--- src/rtl/bcd_ex3_pkg.sv ---
// bcd_ex3_pkg: shared definitions for the serial BCD <-> Excess-3 encoder/decoder pair.
`default_nettype none

package bcd_ex3_pkg;

  // Bit position within the digit, plus the carry into that position.
  typedef enum logic [2:0] {
    B0    = 3'd0,
    B1_C0 = 3'd1,
    B1_C1 = 3'd2,
    B2_C0 = 3'd3,
    B2_C1 = 3'd4,
    B3_C0 = 3'd5,
    B3_C1 = 3'd6
  } bit_state_t;

  localparam logic [3:0] EX3_OFFSET = 4'd3;
  localparam logic [3:0] BCD_MAX    = 4'd9;

endpackage

`default_nettype wire

--- src/rtl/bcd2ex3_bit_fsm.sv ---
// bcd2ex3_bit_fsm: carry-tracking serial adder of the constant 3, LSB-first.
`default_nettype none

module bcd2ex3_bit_fsm
  import bcd_ex3_pkg::*;
(
  input  logic clk,
  input  logic rst,
  input  logic in_valid,
  input  logic in_bit,
  input  logic in_first,
  output logic out_bit,
  output logic last_bit
);

  bit_state_t state;
  bit_state_t state_nxt;
  bit_state_t state_eff;

  // A flagged first bit restarts the digit regardless of where we were.
  assign state_eff = (in_valid && in_first) ? B0 : state;

  always_ff @(posedge clk) begin
    if (rst) begin
      state <= B0;
    end else if (in_valid) begin
      state <= state_nxt;
    end
  end

  always_comb begin
    state_nxt = B0;
    case (state_eff)
      B0:      state_nxt = in_bit ? B1_C1 : B1_C0;
      B1_C0:   state_nxt = in_bit ? B2_C1 : B2_C0;
      B1_C1:   state_nxt = B2_C1;
      B2_C0:   state_nxt = B3_C0;
      B2_C1:   state_nxt = in_bit ? B3_C1 : B3_C0;
      default: state_nxt = B0;
    endcase
  end

  always_comb begin
    out_bit  = 1'b0;
    last_bit = 1'b0;
    case (state_eff)
      B0:    out_bit = ~in_bit;
      B1_C0: out_bit = ~in_bit;
      B1_C1: out_bit =  in_bit;
      B2_C0: out_bit =  in_bit;
      B2_C1: out_bit = ~in_bit;
      B3_C0: begin
        out_bit  = in_bit;
        last_bit = in_valid;
      end
      B3_C1: begin
        out_bit  = ~in_bit;
        last_bit = in_valid;
      end
      default: out_bit = 1'b0;
    endcase
  end

endmodule

`default_nettype wire

--- src/rtl/bcd2ex3_serial.sv ---
// bcd2ex3_serial: bit-serial BCD to Excess-3 encoder with registered outputs.
// Optional input range check enabled by defining BCD2EX3_ERR_CHK_EN.
`default_nettype none

module bcd2ex3_serial
  import bcd_ex3_pkg::*;
#(
  parameter int DIGITS = 4
) (
  input  logic       clk,
  input  logic       rst,
  input  logic       in_valid,
  input  logic       in_bit,
  input  logic       in_first,
  output logic       out_valid,
  output logic       out_bit,
  output logic [3:0] ex3_digit,
  output logic       digit_done,
  output logic       digit_err,
  output logic       word_done
);

  localparam int            CW       = (DIGITS > 1) ? $clog2(DIGITS) : 1;
  localparam logic [CW-1:0] LAST_IDX = CW'(DIGITS - 1);

  logic          fsm_bit;
  logic          last_bit;
  logic [2:0]    out_sr;
  logic [CW-1:0] digit_cnt;

  bcd2ex3_bit_fsm u_bit_fsm (
    .clk      (clk),
    .rst      (rst),
    .in_valid (in_valid),
    .in_bit   (in_bit),
    .in_first (in_first),
    .out_bit  (fsm_bit),
    .last_bit (last_bit)
  );

  always_ff @(posedge clk) begin
    if (rst) begin
      out_valid  <= 1'b0;
      out_bit    <= 1'b0;
      out_sr     <= 3'b000;
      ex3_digit  <= 4'b0000;
      digit_done <= 1'b0;
      word_done  <= 1'b0;
      digit_cnt  <= '0;
    end else begin
      out_valid  <= in_valid;
      digit_done <= 1'b0;
      word_done  <= 1'b0;
      if (in_valid) begin
        out_bit <= fsm_bit;
        out_sr  <= {fsm_bit, out_sr[2:1]};
      end
      if (last_bit) begin
        ex3_digit  <= {fsm_bit, out_sr};
        digit_done <= 1'b1;
        word_done  <= (digit_cnt == LAST_IDX);
        digit_cnt  <= (digit_cnt == LAST_IDX) ? '0 : digit_cnt + 1'b1;
      end
    end
  end

`ifdef BCD2EX3_ERR_CHK_EN
  logic [2:0] in_sr;
  logic [3:0] bcd_digit;
  logic       err_r;

  // Three earlier bits plus the bit being accepted form the complete input digit.
  assign bcd_digit = {in_bit, in_sr};

  always_ff @(posedge clk) begin
    if (rst) begin
      in_sr <= 3'b000;
      err_r <= 1'b0;
    end else begin
      err_r <= 1'b0;
      if (in_valid) begin
        in_sr <= {in_bit, in_sr[2:1]};
      end
      if (last_bit) begin
        err_r <= (bcd_digit > BCD_MAX);
      end
    end
  end

  assign digit_err = err_r;
`else
  assign digit_err = 1'b0;
`endif

endmodule

`default_nettype wire

--- config.mk ---
export PLATFORM = sky130hd
export DESIGN_NAME = bcd2ex3_serial
export DESIGN_NICKNAME = d
export VERILOG_FILES = /design/src/rtl/bcd_ex3_pkg.sv /design/src/rtl/bcd2ex3_bit_fsm.sv /design/src/rtl/bcd2ex3_serial.sv
export SDC_FILE = /design/constraint.sdc
export NUM_CORES = 1
export LEC_CHECK = 0
export ABC_AREA = 1
export CAP_MARGIN = 10
export CELL_PAD_IN_SITES_DETAIL_PLACEMENT = 0
export CELL_PAD_IN_SITES_GLOBAL_PLACEMENT = 2
export CORE_MARGIN = 4
export CORE_UTILIZATION = 27
export CTS_CLUSTER_DIAMETER = 100
export CTS_CLUSTER_SIZE = 40
export DETAILED_ROUTE_END_ITERATION = 16
export PLACE_DENSITY_LB_ADDON = 0.1
export SYNTH_ARGS = -nofsm -noshare
export SYNTH_HDL_FRONTEND = slang
export SYNTH_SLANG_ARGS = --single-unit
--- constraint.sdc ---
create_clock -name clk -period 1.4 [get_ports clk]
set_input_delay 0.28 -clock clk [delete_from_list [all_inputs] [get_ports clk]]
set_output_delay 0.28 -clock clk [all_outputs]
set_load 0.05 [all_outputs]
==> impl_metrics.sql <==
INSERT INTO impl_metrics (metric_group, metric, value, unit) VALUES
('outcome', 'run_status', 'finished clean', ''),
('yosys', 'yosys-top-cells-area', 'dfxtp_1 (42%), nand2_1 (10%), nor2_1 (6.9%), a21oi_1 (4.9%), nand4_1 (4.4%)', ''),
('die', 'initial_core_util', '0.283', ''),
('yosys', 'synth_largest_type_area_fraction', '0.424', ''),
('drt', 'routed_wl', '1.59', 'mm'),
('critical_path', 'cp.buffers_inverters', '1', ''),
('cts', 'postCtsHoldBufs', '0', ''),
('critical_path', 'timing.critical_path.max_delay_family', 'simple AND/OR/NAND/NOR gates', ''),
('sta', 'max_clock_freq', '803', 'MHz'),
('yosys', 'synth.net_count', '98', ''),
('die', 'die_area', '0.00351', 'mm²'),
('yosys', 'yosys_warnings', '0', ''),
('die', 'std_cell_rows', '18', ''),
('cts', 'cts_setup_buffers', '0', ''),
('critical_path', 'critical_path_start_end_classification', 'in2reg', ''),
('place', 'hpwl', '1.25', 'mm'),
('yosys', 'netlist_area_before_placement', '708', 'µm²'),
('drt', 'route.antenna.remaining_nets', '0', ''),
('yosys', 'yosysUniqueCellTypes', '23', ''),
('sta', 'report.final.hold_viol_count', '0', ''),
('critical_path', 'worstPathArrival', '1480', 'ps'),
('sta', 'drv_slew', '0', ''),
('layout', 'fill_cells', '264', ''),
('grt', 'wire_length_of_the_first_global_routing_pass', '2.70', 'mm'),
('job', 'cap_violations', '0', ''),
('critical_path', 'critical_path.slowest_cell', 'clkdlybuf4s50_1', ''),
('layout', 'fin_nets', '119', ''),
('sta', 'setup_violations', '0', ''),
('pwr', 'total_leakage_power', '0.000439', 'µW'),
('sta', 'final_period_minus_worst_setup_slack', '1250', 'ps'),
('drt', 'drtIter0Drc', '20', ''),
('cts', 'cts.root.buffer_cell', 'clkbuf_4', ''),
('worst_hold_path', 'hold_class', 'reg2reg', ''),
('sta', 'finalSetupTns', '0', 'ps'),
('drt', 'detail_route.wl_per_cell', '11.2', 'µm'),
('grt', 'antenna_found_initial', '0', ''),
('yosys', 'synth_seq_area_share', '0.424', ''),
('cts', 'clock_tree.buffer_depth', '2', ''),
('grt', 'globalRouteOverflowTotal', '0', ''),
('drt', 'vias_after_detailed_routing', '639', ''),
('pwr', 'power_density', '866', 'mW/mm²'),
('die', 'core-area', '0.00250', 'mm²'),
('place', 'port_buffers', '12', ''),
('layout', 'syn_to_final_growth', '42.6', '%'),
('critical_path', 'worst_path_max_stage_delay', '470', 'ps'),
('grt', 'grt_start_max_net_pins', '13', ''),
('critical_path', 'sequence_of_cells_on_the_critical_path', 'clkdlybuf4s50_1, nand2_4, nand2_4, nor2_8, nand3_4, nand2_1, nand2_1, nor2_1', ''),
('drt', 'dr.pass1.iters', '4', ''),
('die', 'pin_count', '14', ''),
('cts', 'worst_skew_pair.late_latency', '290', 'ps'),
('layout', 'antenna-diode-count', '0', ''),
('critical_path', 'endpoint_kind', 'register', ''),
('grt', 'track_usage', '0.107', ''),
('yosys', 'synth_largest_area_cell', 'dfxtp_1', ''),
('cts', 'htree_num_levels', '1', ''),
('pwr', 'irDropWorstVdd', '490', 'µV'),
('sta', 'post-route-period-util', '0.890', ''),
('cts', 'tritoncts.num_buffers', '3', ''),
('layout', 'share_of_post_route_cells_with_drive_strength_above_1', '0.241', ''),
('grt', 'vias_in_the_first_global_route', '631', ''),
('pwr', 'total_power', '875', 'µW'),
('critical_path', 'path_max_fanout', '9', ''),
('cts', 'tritoncts_clock_tree', 'built', ''),
('cts', 'cts.reportedPaths.clkPinSlew', '90', 'ps'),
('place', 'routability_cong', '0.781', ''),
('yosys', 'synth.avg_cell_area', '7.70', 'µm²'),
('yosys', 'synth-seq-cells', '15', ''),
('critical_path', 'critical_path_required', '1630', 'ps'),
('drt', 'route.detailed.vias_per_inst', '4.50', ''),
('sta', 'grt_setup_unrepaired', 'no', ''),
('cts', 'cts.sinks', '15', ''),
('cts', 'post_cts_resize_count', '0', ''),
('drt', 'drcViolationCount', '0', ''),
('critical_path', 'timing.critical_path.from_type', 'input port', ''),
('yosys', 'synth_cells', '92', ''),
('die', 'die-height', '59.2', 'µm'),
('sta', 'finClkSkew', '1.18', 'ps'),
('die', 'die_x', '59.2', 'µm');
-- final cells by class --
type,instances,area [µm²],share of cell area
Sequential cell,15,300,0.297
Clock inverter,1,5.00,0.00496
Clock buffer,3,22.5,0.0223
Timing Repair Buffer,19,253,0.250
Multi-Input combinational cell,66,362,0.358
Tap cell,30,37.5,0.0372
Inverter,8,30.0,0.0297
-- placed cells by master (no fill, tap or decap) --
cell	instances
nand2_1	19
dfxtp_1	15
nor2_1	13
inv_1	8
buf_12	8
a21oi_1	7
buf_4	7
nand3_1	5
nand4_1	5
o21ai_0	4
clkdlybuf4s50_1	4
clkbuf_4	3
nand2_4	2
nand2_2	1
a31oi_1	1
nand3b_1	1
nor2_8	1
nand3_2	1
nand3_4	1
nor3b_2	1
nor2_2	1
o21ai_1	1
ha_1	1
conb_1	1
clkinv_2	1
-- tightest hold or removal path, cell delays in order, from the launching register on --
cell and delay (ps):
dfxtp_1 330, nand2_1 60, a21oi_1 50
-- metrics by stage --
stage	hold slack [ps]	instances	cell area (µm²)	utilization	setup WS, ps
floorplan	445	92	708	-	331
global placement	460	138	982	0.393	-127
detailed placement	470	138	982	0.393	-160
CTS	484	142	1010	0.404	149
global route	517	142	1010	0.404	44.8
finish	483	142	1010	0.404	154
-- registers in the layout, summed over array words and instances (netlist names) --
signal / flops
ex3_digit: 4
out_bit: 1
digit_cnt: 2
word_done: 1
digit_done: 1
out_valid: 1
u_bit_fsm.state: 3
out_sr: 2
-- power breakdown --
group | internal (µW) | switching, µW | total [µW]
combinational | 66.8 | 89.2 | 156
sequential | 442 | 19.2 | 461
clock | 106 | 152 | 258
total | 615 | 260 | 875
-- layer usage --
layer	vias to the layer above	global-route usage	routed length, µm
li1	340	-	-
met1	281	0.136	806
met2	13	0.150	647
met3	5	0.0392	89
met4	0	0.0680	42
met5	-	0	0
-- cell families after synthesis --
group           after synthesis  synth area share
buf+inv                      11            0.0654
other cells                   1           0.00530
fa+ha+maj                     1            0.0177
flops                        15             0.424
simple gates                 51             0.394
compound gates               13            0.0936
-- synthesized netlist by cell type --
cell and instances:
a31oi_1 1, nand3_2 1, nand4_1 5, conb_1 1, nand2_2 1, clkbuf_1 1, nor2_8 1, buf_2 1
inv_1 8, ha_1 1, nor2_2 1, nand2_4 2, a21oi_1 7, buf_4 1, dfxtp_1 15, nand2_1 19
nand3b_1 1, nand3_1 5, o21ai_1 1, nor2_1 13, o21ai_0 4, nor3b_2 1, nand3_4 1
-- worst paths after layout --
path              slack, ps  depth (start not counted)                             from                         to
hold / removal          480                          2        digit_cnt[1]$_SDFFE_PP0P_  digit_cnt[1]$_SDFFE_PP0P_
setup / recovery        150                          8                         in_valid  ex3_digit[3]$_SDFFE_PP0P_
setup reg to reg        180                          6  u_bit_fsm.state[0]$_SDFFE_PP0P_  ex3_digit[3]$_SDFFE_PP0P_
hold reg to reg         480                          2        digit_cnt[1]$_SDFFE_PP0P_  digit_cnt[1]$_SDFFE_PP0P_
(Power assumes the default switching activity.)
